## src/rtl/cmp_event_tracker.sv

```systemverilog
// Qualifies a registered comparator's GT/LT flags into a debounced relation,
// posts one event per committed change, and counts direct LT<->GT crossings.
module cmp_event_tracker #(
    parameter int STABLE_N = 3,
    parameter int CNT_W    = 8
) (
    input  logic             clk,
    input  logic             reset,
    input  logic             in_valid,
    input  logic             GT,
    input  logic             LT,
    input  logic             clr,
    input  logic             ev_ready,
    output logic [1:0]       rel_out,
    output logic             ev_valid,
    output logic [1:0]       ev_code,
    output logic [CNT_W-1:0] cross_cnt,
    output logic             err,
    output logic             ev_lost
);

    // state  | meaning
    // IDLE   | nothing committed yet, rel_out = NONE, no candidate
    // QUAL   | candidate relation held, run count 1..STABLE_N-1
    // STABLE | rel_out holds a committed relation, no candidate
    typedef enum logic [1:0] {S_IDLE, S_QUAL, S_STABLE} state_t;

    localparam logic [1:0]       REL_NONE = 2'b00;
    localparam logic [1:0]       REL_LT   = 2'b01;
    localparam logic [1:0]       REL_EQ   = 2'b10;
    localparam logic [1:0]       REL_GT   = 2'b11;
    localparam logic [3:0]       RUN_LAST = 4'(STABLE_N - 1);
    localparam logic [CNT_W-1:0] CNT_ONE  = 1;

    state_t           state_q, state_d;
    logic [1:0]       rel_q, rel_d;
    logic [1:0]       cand_q, cand_d;
    logic [3:0]       run_q, run_d;
    logic             ev_valid_q, ev_valid_d;
    logic [1:0]       ev_code_q, ev_code_d;
    logic [CNT_W-1:0] cnt_q, cnt_d;
    logic             err_q, err_d;
    logic             lost_q, lost_d;
    logic [1:0]       last_q, last_d;

    logic [1:0] samp_code;
    logic       legal;
    logic       commit;
    logic       crossing;

    always_comb begin
        state_d   = state_q;
        rel_d     = rel_q;
        cand_d    = cand_q;
        run_d     = run_q;
        commit    = 1'b0;
        samp_code = GT ? REL_GT : (LT ? REL_LT : REL_EQ);
        legal     = in_valid & ~(GT & LT);

        if (legal) begin
            case (state_q)
                S_IDLE, S_STABLE: begin
                    if (samp_code != rel_q) begin
                        if (STABLE_N == 1) begin
                            commit = 1'b1;
                        end else begin
                            cand_d  = samp_code;
                            run_d   = 4'd1;
                            state_d = S_QUAL;
                        end
                    end
                end
                S_QUAL: begin
                    if (samp_code == cand_q) begin
                        if (run_q == RUN_LAST) commit = 1'b1;
                        else                   run_d  = run_q + 4'd1;
                    end else if (rel_q != REL_NONE && samp_code == rel_q) begin
                        // Glitch back to the committed relation: abandon candidate
                        state_d = S_STABLE;
                        cand_d  = REL_NONE;
                        run_d   = 4'd0;
                    end else begin
                        cand_d = samp_code;
                        run_d  = 4'd1;
                    end
                end
                default: state_d = S_IDLE;
            endcase
        end

        if (commit) begin
            rel_d   = samp_code;
            state_d = S_STABLE;
            cand_d  = REL_NONE;
            run_d   = 4'd0;
        end
    end

    always_comb begin
        ev_valid_d = ev_valid_q & ~ev_ready;
        ev_code_d  = ev_code_q;
        lost_d     = lost_q;
        if (commit) begin
            ev_valid_d = 1'b1;
            ev_code_d  = samp_code;
            lost_d     = lost_q | (ev_valid_q & ~ev_ready);
        end

        crossing = commit & (((samp_code == REL_GT) && (last_q == REL_LT)) ||
                             ((samp_code == REL_LT) && (last_q == REL_GT)));
        last_d   = (commit && (samp_code == REL_GT || samp_code == REL_LT)) ? samp_code : last_q;

        cnt_d = cnt_q;
        if (crossing && cnt_q != '1) cnt_d = cnt_q + CNT_ONE;
        err_d = err_q | (in_valid & GT & LT);

        // Clear wins over any same-cycle set or increment
        if (clr) begin
            cnt_d  = '0;
            err_d  = 1'b0;
            lost_d = 1'b0;
        end
    end

    always_ff @(posedge clk) begin
        if (reset) begin
            state_q    <= S_IDLE;
            rel_q      <= REL_NONE;
            cand_q     <= REL_NONE;
            run_q      <= 4'd0;
            ev_valid_q <= 1'b0;
            ev_code_q  <= REL_NONE;
            cnt_q      <= '0;
            err_q      <= 1'b0;
            lost_q     <= 1'b0;
            last_q     <= REL_NONE;
        end else begin
            state_q    <= state_d;
            rel_q      <= rel_d;
            cand_q     <= cand_d;
            run_q      <= run_d;
            ev_valid_q <= ev_valid_d;
            ev_code_q  <= ev_code_d;
            cnt_q      <= cnt_d;
            err_q      <= err_d;
            lost_q     <= lost_d;
            last_q     <= last_d;
        end
    end

    assign rel_out   = rel_q;
    assign ev_valid  = ev_valid_q;
    assign ev_code   = ev_code_q;
    assign cross_cnt = cnt_q;
    assign err       = err_q;
    assign ev_lost   = lost_q;

endmodule
```

## config.mk

```make
export PLATFORM = sky130hd
export DESIGN_NAME = cmp_event_tracker
export DESIGN_NICKNAME = d
export VERILOG_FILES = /design/src/rtl/cmp_event_tracker.sv
export SDC_FILE = /design/constraint.sdc
export NUM_CORES = 1
export LEC_CHECK = 0
export ABC_AREA = 1
export BUFFER_PORTS_ARGS = -buffer_cell sky130_fd_sc_hd__buf_2
export CORE_ASPECT_RATIO = 1.75
export CORE_MARGIN = 3
export CORE_UTILIZATION = 46
export DETAILED_ROUTE_END_ITERATION = 10
export GPL_TIMING_DRIVEN = 0
export PLACE_DENSITY_LB_ADDON = 0.1
export RECOVER_POWER = 25
export SLEW_MARGIN = 20
export SYNTH_ARGS = -nofsm -noshare
export SYNTH_HDL_FRONTEND = slang
export SYNTH_SLANG_ARGS = --single-unit
```

## constraint.sdc

```tcl
create_clock -name clk -period 1.7 [get_ports clk]
set_clock_uncertainty 0.15 [all_clocks]
set_input_delay 0.34 -clock clk [delete_from_list [all_inputs] [get_ports clk]]
set_output_delay 0.34 -clock clk [all_outputs]
set_load 0.005 [all_outputs]
```

==> results.yml <==
yosys:
  synth_nets: 218
  syn_area_per_cell_um2: 6.63
  synth_cells: 208
  synth_area_mm2: 0.00138
  synth_cell_types: 25
  ys_warn_count: 0
  synth_top_family_by_area: "simple AND/OR/NAND/NOR gates"
  synthSimpleGateAreaFrac: 0.395
  synthXorXnorAreaFrac: 0.0381
  yosys.area_share.adder: 0.0272
  ys_seq_elements: 23
  muxShareOfSynthArea: 0
  synth_compound_area_frac: 0.0961
  ys_seq_area_frac: 0.334
routing:
  wl_um: 3110
  drtIter0Drc: 36
  dr_wl_met2_um: 1730
  wl_met1_um: 1270
  wl_met3_um: 74
  antenna_left: 0
  first_pass_iters: 4
  post_drt_wl_per_cell_um: 12.0
  vias_per_cell: 5.30
  drcViolationCount: 0
  top_layer: "met4"
  via_count: 1378
final_layout:
  diodes: 0
  finalNetCount: 244
  final_area_mm2: 0.00158
  area_growth_pct: 14.4
  drive_gt1_frac: 0.189
sta:
  fin_crit_ps: 1590
  fin_crit_sh: 0.938
  max_freq_mhz: 627
  holdWs_ps: 203
  setup_viol: 0
  rsz0062_at_grt: "yes"
  final-hold-violation-count: 0
  slew_viol_final: 0
  worst_pin_slew_ps: 289
  slew_headroom: 0.807
clock_network:
  clockBufferDepth: 2
  clkTransAtPathRegs_ps: 90
  cts_tree: "built"
  root_buffer: "clkbuf_8"
  clk_latency_ps: 260
  ctsHoldBuffers: 0
  htreeDepth: 1
  tritoncts_num_sinks: 23
  cts_buffers: 3
worst_setup_path:
  cp.arrival_ps: 1610
  cp_max_fo: 9
  rr_worst_depth: 8
  r2r-end: "cross_cnt[0]"
  startpoint_type: "register"
  reg2reg_from: "cross_cnt[1]"
  end_kind: "register"
  rrSetupSlack_ps: 110
  cp.required_ps: 1710
  critPathKind: "reg -> reg"
global_routing:
  antenna_found_initial: 0
  grt_max_degree: 13
  track_usage: 0.196
  overflow: 0
  grt_pass1_wl_um: 5580
  grt_pass1_vias: 1337
min_path:
  min_to: "err"
  worstHoldPathType: "in -> reg"
  hp-start: "in_valid"
  hold_depth: 3
pwr:
  ir_drop_uv: 425
  p_leak_nw: 0.730
  pwr_density_cell_mw_per_mm2: 661
placement:
  hpwl_um: 2410
  port_buffers: 20
  gp_congestion: 0.801
  dpl_cell_area_mm2: 0.00151
die:
  fp.coreArea_mm2: 0.00278
  num_io_pins: 22
  die_area_mm2: 0.00372
  fp.dieH_um: 78.5
  start_util: 0.496
  num_rows: 25
  die_w_um: 47.4
run:
  cap_violations: 0
outcome:
  status: "completed"
## critical path, stage by stage (launching register included)
cell and delay [ps]:
dfxtp_1 380, ha_2 240, nand3_1 80, nand2_1 70
inv_1 130, nand3_4 190, clkinv_1 100, nor2_1 100
nor2_1 60
## logic make-up after synthesis
group,after synthesis
xor+xnor,6
simple gates,116
buf+inv,34
fa+ha+maj,3
flops,23
compound gates,26
## sequential cells by signal, indices dropped and copies added (netlist names)
signal     count
state_q        2
cand_q         2
err            1
last_q         2
ev_lost        1
ev_valid       1
ev_code        2
run_q          4
cross_cnt      8
## layer usage
metal	global-route usage	vias to the layer above
li1	-	712
met5	0	-
met4	0.0582	0
met2	0.355	20
met1	0.219	642
met3	0.0275	4
## synthesized netlist by cell type (all sizes together)
master | count | share of area
xor2 | 3 | 0.019
a21boi | 1 | 0.0054
clkinv | 1 | 0.0027
nand3 | 17 | 0.080
xnor2 | 3 | 0.019
nand2 | 57 | 0.17
ha | 3 | 0.027
or2 | 1 | 0.0045
nor3 | 3 | 0.011
dfxtp | 23 | 0.33
buf | 5 | 0.031
nand4 | 8 | 0.036
nor2 | 30 | 0.091
o21ai | 12 | 0.044
a21oi | 13 | 0.047
inv | 28 | 0.076
## area by class of cell
cell class,instances,area (um2)
Buffer,5,42.5
Clock buffer,4,45.0
Fill cell,277,1200
Inverter,29,109
Multi-Input combinational cell,151,783
Sequential cell,23,463
Tap cell,27,33.8
Timing Repair Buffer,21,103
## how the worst max path moves through the flow
stage | start | end | slack, ps
after CTS | cross_cnt[0] | cross_cnt[0] | 40
final | cross_cnt[1] | cross_cnt[0] | 110
after global placement | GT | run_q[0] | -100
after global routing | run_q[0] | run_q[3] | -30
after floorplan | LT | cross_cnt[0] | 110
after detailed placement | GT | cross_cnt[0] | -180
## timing repair
item                                    in CTS  in global routing
pin swaps                                    0                  1
resized for setup                            1                  6
endpoints found under the hold margin        0                  0
buffers inserted                             0                  1
endpoints found under the setup margin       2                 12
## layout by cell type, fill, tap and decap left out, types with 3 or more instances in the layout
master,instances
o21ai_0,9
nand4_1,8
buf_4,3
nor3_1,3
nand2_1,51
buf_2,17
a21oi_1,13
clkbuf_8,3
xor2_1,3
nand2_2,4
dfxtp_1,21
inv_1,26
clkbuf_1,5
nor2_1,27
nand3_1,15
xnor2_1,3
## stage by stage
| stage | worst slack (ps) | TNS, ps | util | power [mW] | cells |
|---|---|---|---|---|---|
| after floorplan | 112 | 0 | - | 0.669 | 208 |
| after global placement | -103 | -1140 | 0.544 | 0.698 | 255 |
| after detailed placement | -176 | -1620 | 0.544 | 0.703 | 255 |
| after CTS | 38.4 | 0 | 0.562 | 1.05 | 259 |
| after global routing | -25.8 | -33.3 | 0.567 | 1.09 | 260 |
| final | 106 | 0 | 0.567 | 1.04 | 260 |
## power breakdown
| part | switching, mW | leakage [nW] | internal (mW) |
|---|---|---|---|
| clock | 0.178 | 0.0228 | 0.167 |
| combinational | 0.0901 | 0.520 | 0.0457 |
| sequential | 0.0117 | 0.187 | 0.551 |
| total | 0.280 | 0.730 | 0.764 |
No activity file was read; power rests on OpenSTA's default activity.
